===== config.mk =====
export PLATFORM = sky130hd
export DESIGN_NAME = reaction_test_ctrl
export DESIGN_NICKNAME = d
export VERILOG_FILES = /design/src/rtl/reaction_test_ctrl.sv
export SDC_FILE = /design/constraint.sdc
export NUM_CORES = 1
export LEC_CHECK = 0
export ABC_AREA = 1
export BUFFER_PORTS_ARGS = -buffer_cell sky130_fd_sc_hd__clkbuf_2
export CAP_MARGIN = 20
export CORE_UTILIZATION = 46
export CTS_CLUSTER_DIAMETER = 100
export DETAILED_ROUTE_END_ITERATION = 10
export PLACE_DENSITY = 0.71
export SYNTH_ARGS = -nofsm -noshare
export SYNTH_HDL_FRONTEND = slang
export SYNTH_SLANG_ARGS = --single-unit

===== constraint.sdc =====
create_clock -name clk -period 5.3 [get_ports clk]
set_input_delay 0.265 -clock clk [delete_from_list [all_inputs] [get_ports clk]]
set_output_delay 0.265 -clock clk [all_outputs]
set_load 0.05 [all_outputs]

===== src/rtl/reaction_test_ctrl.sv =====
// Reaction-time test sequencer: arms the random delay, lights GO, times the
// response in ms, flags false starts/timeouts and tracks the best time.
module reaction_test_ctrl #(
  parameter int CLK_PER_MS = 25000,
  parameter int MAX_MS     = 9999,
  parameter int MS_W       = 14
) (
  input  logic            clk,
  input  logic            reset,
  input  logic            start_btn,
  input  logic            react_btn,
  input  logic            delay_done,
  output logic            delay_start,
  output logic            led_go,
  output logic            busy,
  output logic [MS_W-1:0] time_ms,
  output logic            result_valid,
  output logic            timeout,
  output logic            false_start,
  output logic [MS_W-1:0] best_ms,
  output logic            new_best
);

  localparam int PS_W = (CLK_PER_MS > 1) ? $clog2(CLK_PER_MS) : 1;
  localparam logic [PS_W-1:0] PS_LAST = PS_W'(CLK_PER_MS - 1);
  localparam logic [MS_W-1:0] MS_MAX  = MS_W'(MAX_MS);

  typedef enum logic [2:0] {
    S_IDLE,
    S_ARMED,
    S_GO,
    S_RESULT,
    S_FALSE
  } state_t;

  state_t            r_state;
  logic              r_start_s1, r_start_s2, r_start_prev;
  logic              r_react_s1, r_react_s2, r_react_prev;
  logic [PS_W-1:0]   r_ps;
  logic [MS_W-1:0]   r_time_ms;
  logic [MS_W-1:0]   r_best_ms;
  logic              r_delay_start, r_led_go, r_busy;
  logic              r_result_valid, r_timeout, r_false_start, r_new_best;
  logic              w_start_edge, w_react_edge;

  // Button inputs are raw asynchronous levels: two-flop sync, then rising-edge detect.
  always_ff @(posedge clk or posedge reset) begin
    if (reset) begin
      r_start_s1   <= 1'b0;
      r_start_s2   <= 1'b0;
      r_start_prev <= 1'b0;
      r_react_s1   <= 1'b0;
      r_react_s2   <= 1'b0;
      r_react_prev <= 1'b0;
    end else begin
      r_start_s1   <= start_btn;
      r_start_s2   <= r_start_s1;
      r_start_prev <= r_start_s2;
      r_react_s1   <= react_btn;
      r_react_s2   <= r_react_s1;
      r_react_prev <= r_react_s2;
    end
  end

  assign w_start_edge = r_start_s2 & ~r_start_prev;
  assign w_react_edge = r_react_s2 & ~r_react_prev;

  always_ff @(posedge clk or posedge reset) begin
    if (reset) begin
      r_state        <= S_IDLE;
      r_ps           <= '0;
      r_time_ms      <= '0;
      r_best_ms      <= MS_MAX;
      r_delay_start  <= 1'b0;
      r_led_go       <= 1'b0;
      r_busy         <= 1'b0;
      r_result_valid <= 1'b0;
      r_timeout      <= 1'b0;
      r_false_start  <= 1'b0;
      r_new_best     <= 1'b0;
    end else begin
      r_new_best <= 1'b0;
      case (r_state)
        S_IDLE, S_RESULT, S_FALSE: begin
          if (w_start_edge) begin
            r_state        <= S_ARMED;
            r_time_ms      <= '0;
            r_delay_start  <= 1'b1;
            r_busy         <= 1'b1;
            r_result_valid <= 1'b0;
            r_timeout      <= 1'b0;
            r_false_start  <= 1'b0;
          end
        end
        S_ARMED: begin
          // A press before the light counts as a false start even if GO arrives together.
          if (w_react_edge) begin
            r_state       <= S_FALSE;
            r_delay_start <= 1'b0;
            r_busy        <= 1'b0;
            r_false_start <= 1'b1;
          end else if (delay_done) begin
            r_state   <= S_GO;
            r_ps      <= '0;
            r_time_ms <= '0;
            r_led_go  <= 1'b1;
          end
        end
        S_GO: begin
          if (w_react_edge || (r_time_ms == MS_MAX)) begin
            r_state        <= S_RESULT;
            r_led_go       <= 1'b0;
            r_delay_start  <= 1'b0;
            r_busy         <= 1'b0;
            r_result_valid <= 1'b1;
            r_timeout      <= ~w_react_edge;
            if (w_react_edge && (r_time_ms < r_best_ms)) begin
              r_best_ms  <= r_time_ms;
              r_new_best <= 1'b1;
            end
          end else if (r_ps == PS_LAST) begin
            r_ps      <= '0;
            r_time_ms <= r_time_ms + MS_W'(1);
          end else begin
            r_ps <= r_ps + PS_W'(1);
          end
        end
        default: begin
          r_state        <= S_IDLE;
          r_delay_start  <= 1'b0;
          r_led_go       <= 1'b0;
          r_busy         <= 1'b0;
          r_result_valid <= 1'b0;
          r_timeout      <= 1'b0;
          r_false_start  <= 1'b0;
        end
      endcase
    end
  end

  assign delay_start  = r_delay_start;
  assign led_go       = r_led_go;
  assign busy         = r_busy;
  assign time_ms      = r_time_ms;
  assign result_valid = r_result_valid;
  assign timeout      = r_timeout;
  assign false_start  = r_false_start;
  assign best_ms      = r_best_ms;
  assign new_best     = r_new_best;

endmodule


== Word-level counts from Yosys, hierarchy flattened ==
Index checks and enable logic that the tools add are counted.

* Bits in registers: 58
* Input port bits: 5
* Output and inout bits: 35
* Word-level logic and storage cells: 88

* Add/sub/neg operators: 2
* $lt $le $gt $ge: 1
* Equal/unequal tests: 14
* Muxes and demuxes: 33
* Bitwise gates (word level): 8
* Reduce and logical (&&, ||, !) cells: 14

{| class="wikitable"
|+ Operators with widths
! kind !! count
|-
| $mux W14 || 5
|-
| $mux W15 || 4
|-
| $pmux W14 S3 || 1
|-
| $pmux W15 S2 || 1
|-
| $add A15 B1 Y15 const B || 1
|-
| $eq A15 B15 Y1 const B || 1
|-
| $pmux W1 S3 || 5
|-
| $reduce_and A3 Y1 || 5
|-
| $add A14 B1 Y14 const B || 1
|-
| $eq A14 B14 Y1 const B || 1
|-
| $lt A14 B14 Y1 || 1
|-
| $ne A2 B2 Y1 const B || 7
|-
| $mux W1 || 12
|-
| $mux W3 || 4
|-
| $pmux W3 S3 || 1
|-
| $reduce_and A4 Y1 || 2
|-
| $eq A3 B2 Y1 const B || 2
|-
| $not A1 Y1 || 6
|-
| $reduce_and A6 Y1 || 1
|-
| $eq A3 B1 Y1 const B || 1
|-
| $eq A3 B3 Y1 const B || 1
|-
| $logic_not A3 Y1 || 1
|-
| $ne A3 B3 Y1 const B || 1
|-
| $reduce_bool A3 Y1 || 1
|-
| 5 further kinds || 6
|}

== Depth between registers and ports, before layout ==
* Word-level depth: 6
* Gate-level depth with buffers: 12
* Mapped depth without buffers: 11

== Worst setup path before layout ==
Ideal clock, no wire load.

* Path kind: flip-flop to flip-flop
* Start point: register r_best_ms[13], in the netlist best_ms[13]
* End point: register r_best_ms[4], in the netlist best_ms[4]
* Library setup time: 119 ps
* Arrival: 1910 ps
* Required time: 5181 ps
* Setup slack: 3271 ps
* Stages on the path, launching flop included: 12
* Path through: dfstp_2 > inv_1 > ha_1 > nand2_1 > inv_1 > nand2_1 > nand2_1 > a21oi_1 > nand4_1 > buf_2 > nand2_1 > nand2_1

* Cells in the longest elaborated chain, start to end: 3

{| class="wikitable"
|+ Ends and longest elaborated chain
! item !! line !! RTL
|-
| from (decl) || 41 || <nowiki>logic [MS_W-1:0] r_best_ms;</nowiki>
|-
| from (signal assigned) || 118 || <nowiki>r_best_ms <= r_time_ms;</nowiki>
|-
| $lt A14 B14 Y1 || 117 || <nowiki>if (w_react_edge && (r_time_ms < r_best_ms)) begin</nowiki>
|-
| $logic_and A1 B1 Y1 || 117 ||
|-
| $reduce_and A3 Y1 (no line) || n/a ||
|}

Every way passes these cells.
A chain may end at the register's enable or synchronous reset.

== Worst setup path in the final report ==
* Start point: register r_best_ms[13], in the netlist best_ms[13]
* End point: register r_best_ms[5], in the netlist best_ms[5]

The elaborated chain is that of the path after synthesis.

==> flow_summary.toml <==
[grt]
global_route.overflow_total = 0
largest_net_degree_at_the_start_of_global_routing = 59
first_pass_grt_wire_length_mm = 13.2
first_global_vias = 2987
grt_util_all_layers_pct = 19.6
antenna_found_initial = 0

[setup_path]
startpoint_types = "register"
worst_case_register_to_register_setup_slack_ns = 3.01
critical_path.startpoint = "best_ms[13]"
worstPathMaxFanout = 15
end_kind = "register"
cp_data_arrival_time_ns = 2.51
crit_type = "register to register"
timing.rr.start = "best_ms[13]"
cp.required_ns = 5.52

[placement]
place_hpwl_mm = 5.31
port-buffer-count = 39
gp_congestion = 0.852
dpl-instance-area_mm2 = 0.00387

[synth]
syn-mean-instance-area_um2 = 7.47
synth_top_area_share_pct = 34.3
post_synth_inst_count = 488
leading_cell_types_by_total_area_after_synthesis = "dfrtp_1 34%, nand2_1 17%, nand3_1 6.6%"
cell_variety_after_synth = 35
synth.net_count = 508
yosys_warnings = 0
netlist_area_mm2 = 0.00365
yosysSeqAreaShare_pct = 40.1
synth.largest_area_cell = "dfrtp_1"
synth.ff_latch_count = 58

[die]
die_height_um = 91.0
floorplan.core_area_mm2 = 0.00769
io_pins = 40
die-width_um = 91.0
placementRows = 32
overall_die_area_mm2 = 0.00829
start_util_pct = 47.4

[layout]
area_growth_from_synthesis_to_final_layout_pct = 11.9
n_antenna_cell = 0
fillerInstances = 729
layout_common_cells = "166 x nand2_1, 50 x dfrtp_1, 48 x nand3_1, 46 x inv_1, 41 x nor2_1"
layout.cell_area.non_filler_mm2 = 0.00408
utilization_pct = 53.1
final_common_cell = "nand2_1"
drive_above_1_share_pct = 20.6
nNetsFinal = 544

[routing]
avgRoutedWirePerCell_um = 11.8
drtIter0Drc = 123
via_count = 3183
drc = 0
drtPass1Iterations = 5
route.detailed.vias_per_inst = 5.05
wl_mm = 7.44
antenna_violating_nets_post_route = 0

[sta]
worst_clock_skew_ns = 0.0113
final_number_of_max_transition_violations = 0
final_hold_viol_count = 0
worst_slew_margin_rel_pct = 51.1
timing.final.setup_violations = 0
rsz0062_at_grt = "false"
max_freq_mhz = 437
final.setup.tns_ns = 0
timing_worst_slew_pin_value_ns = 0.733
fin_crit_sh_pct = 43.2
min_period_ns = 2.29

[clock_tree]
cts_root_buf = "clkbuf_8"
cts.reportedPaths.clkPinSlew_ns = 0.07
clock_sinks = 58
cells_resized_by_post_cts_repair = 0
clock_tree.buffer_depth = 2
h-tree-depth = 3
number_of_buffers_created_by_cts = 9
cts_tree = "done"
postCtsSetupBuffers = 0
clock_latency_ns = 0.34
hold_buf_count_cts = 0

[pwr]
cellLeakagePower_nw = 2.01
total_power_mw = 1.49
ir_drop_mv = 0.150
p_per_area_mw_per_mm2 = 366

[run_status]
outcome = "finished clean"

[min_path]
timing.hold.worst.class = "input pin to register"
hold_start = "react_btn"

[flow_run]
max_cap_viol_count = 0
worst paths after layout:
check | end | cells past startpoint
setup / recovery | best_ms[5] | 10
hold / removal | r_react_s1 | 1
setup reg to reg | best_ms[5] | 10
hold reg to reg | r_start_s2 | 0
max in group asynchronous | time_ms[7] | 3
min in group asynchronous | r_ps[10] | 3
Yosys cell counts:
cell	number
inv_2	6
xor2_1	6
nand2_4	1
and3_1	1
nand3_1	48
and2_1	1
nand3_4	1
nand3_2	3
inv_1	47
or2_1	1
buf_8	1
buf_4	4
nand2_2	10
buf_6	2
o21bai_1	3
nor2_4	2
o21ai_4	1
nor3_4	1
o21ai_1	10
clkbuf_1	1
xnor2_1	2
nor2_1	41
nand4_1	10
nand2_1	166
nand3b_1	5
o2111ai_2	1
ha_1	15
dfstp_2	8
buf_2	8
or2_2	3
o21ai_0	7
o21ai_2	14
a21oi_1	7
inv_4	1
dfrtp_1	50
metrics by stage:
| step | instances | setup slack [ns] | hold slack [ns] |
|---|---|---|---|
| CTS | 630 | 2.96 | 0.0147 |
| floorplan | 488 | 3.27 | 0.296 |
| finish | 630 | 3.01 | 0.0250 |
| global route | 630 | 2.80 | 0.0174 |
| global placement | 615 | 3.15 | 0.331 |
| detailed placement | 615 | 3.03 | 0.336 |
per-layer routing:
metal  global-route usage, %  routed length [um]  vias up
li1                        -                   -     1620
met3                    3.69                 267       15
met5                       0                   0        -
met1                    25.4                3600     1484
met4                    8.47                 144        0
met2                    31.9                3420       64
flip-flops by register name, summed over array words and instances (netlist names):
| signal | flops |
|---|---|
| busy | 1 |
| r_state | 3 |
| false_start | 1 |
| r_ps | 15 |
| r_react_prev | 1 |
| r_react_s2 | 1 |
| r_start_prev | 1 |
| r_start_s1 | 1 |
| time_ms | 14 |
| r_start_s2 | 1 |
| r_react_s1 | 1 |
| led_go | 1 |
| best_ms | 14 |
| new_best | 1 |
| timeout | 1 |
| result_valid | 1 |
logic make-up after synthesis:
kind of cell / count (synthesis) / share of synthesized area [%]
simple gates: 294 / 36.1
buf+inv: 70 / 8.68
flops: 58 / 40.1
compound gates: 43 / 8.13
fa+ha+maj: 15 / 5.15
xor+xnor: 8 / 1.92
report_power, final:
part	internal (mW)	total, mW	switching, mW	leakage [nW]
Sequential	0.482	0.523	0.0403	0.758
Combinational	0.117	0.534	0.417	1.15
Clock	0.259	0.436	0.176	0.105
Total	0.858	1.49	0.634	2.01
worst max-delay path: stages, from the launching register on:
cell,delay (ns)
dfstp_2,0.54
inv_1,0.04
ha_1,0.30
nand2_1,0.14
inv_1,0.07
nand2_1,0.07
nand2_1,0.05
a21oi_1,0.11
nand4_1,0.56
nand2_1,0.22
nand2_1,0.06
final cells by class:
type | instances | area [um^2] | share of cell area, %
clock buffers | 9 | 124 | 3.04
clock inverters | 6 | 82.6 | 2.02
inverters | 54 | 205 | 5.03
multi-input cells | 360 | 1870 | 45.8
flip-flops and latches | 58 | 1460 | 35.8
well taps | 102 | 128 | 3.13
repair buffers | 41 | 210 | 5.15
(Power assumes the default switching activity.)
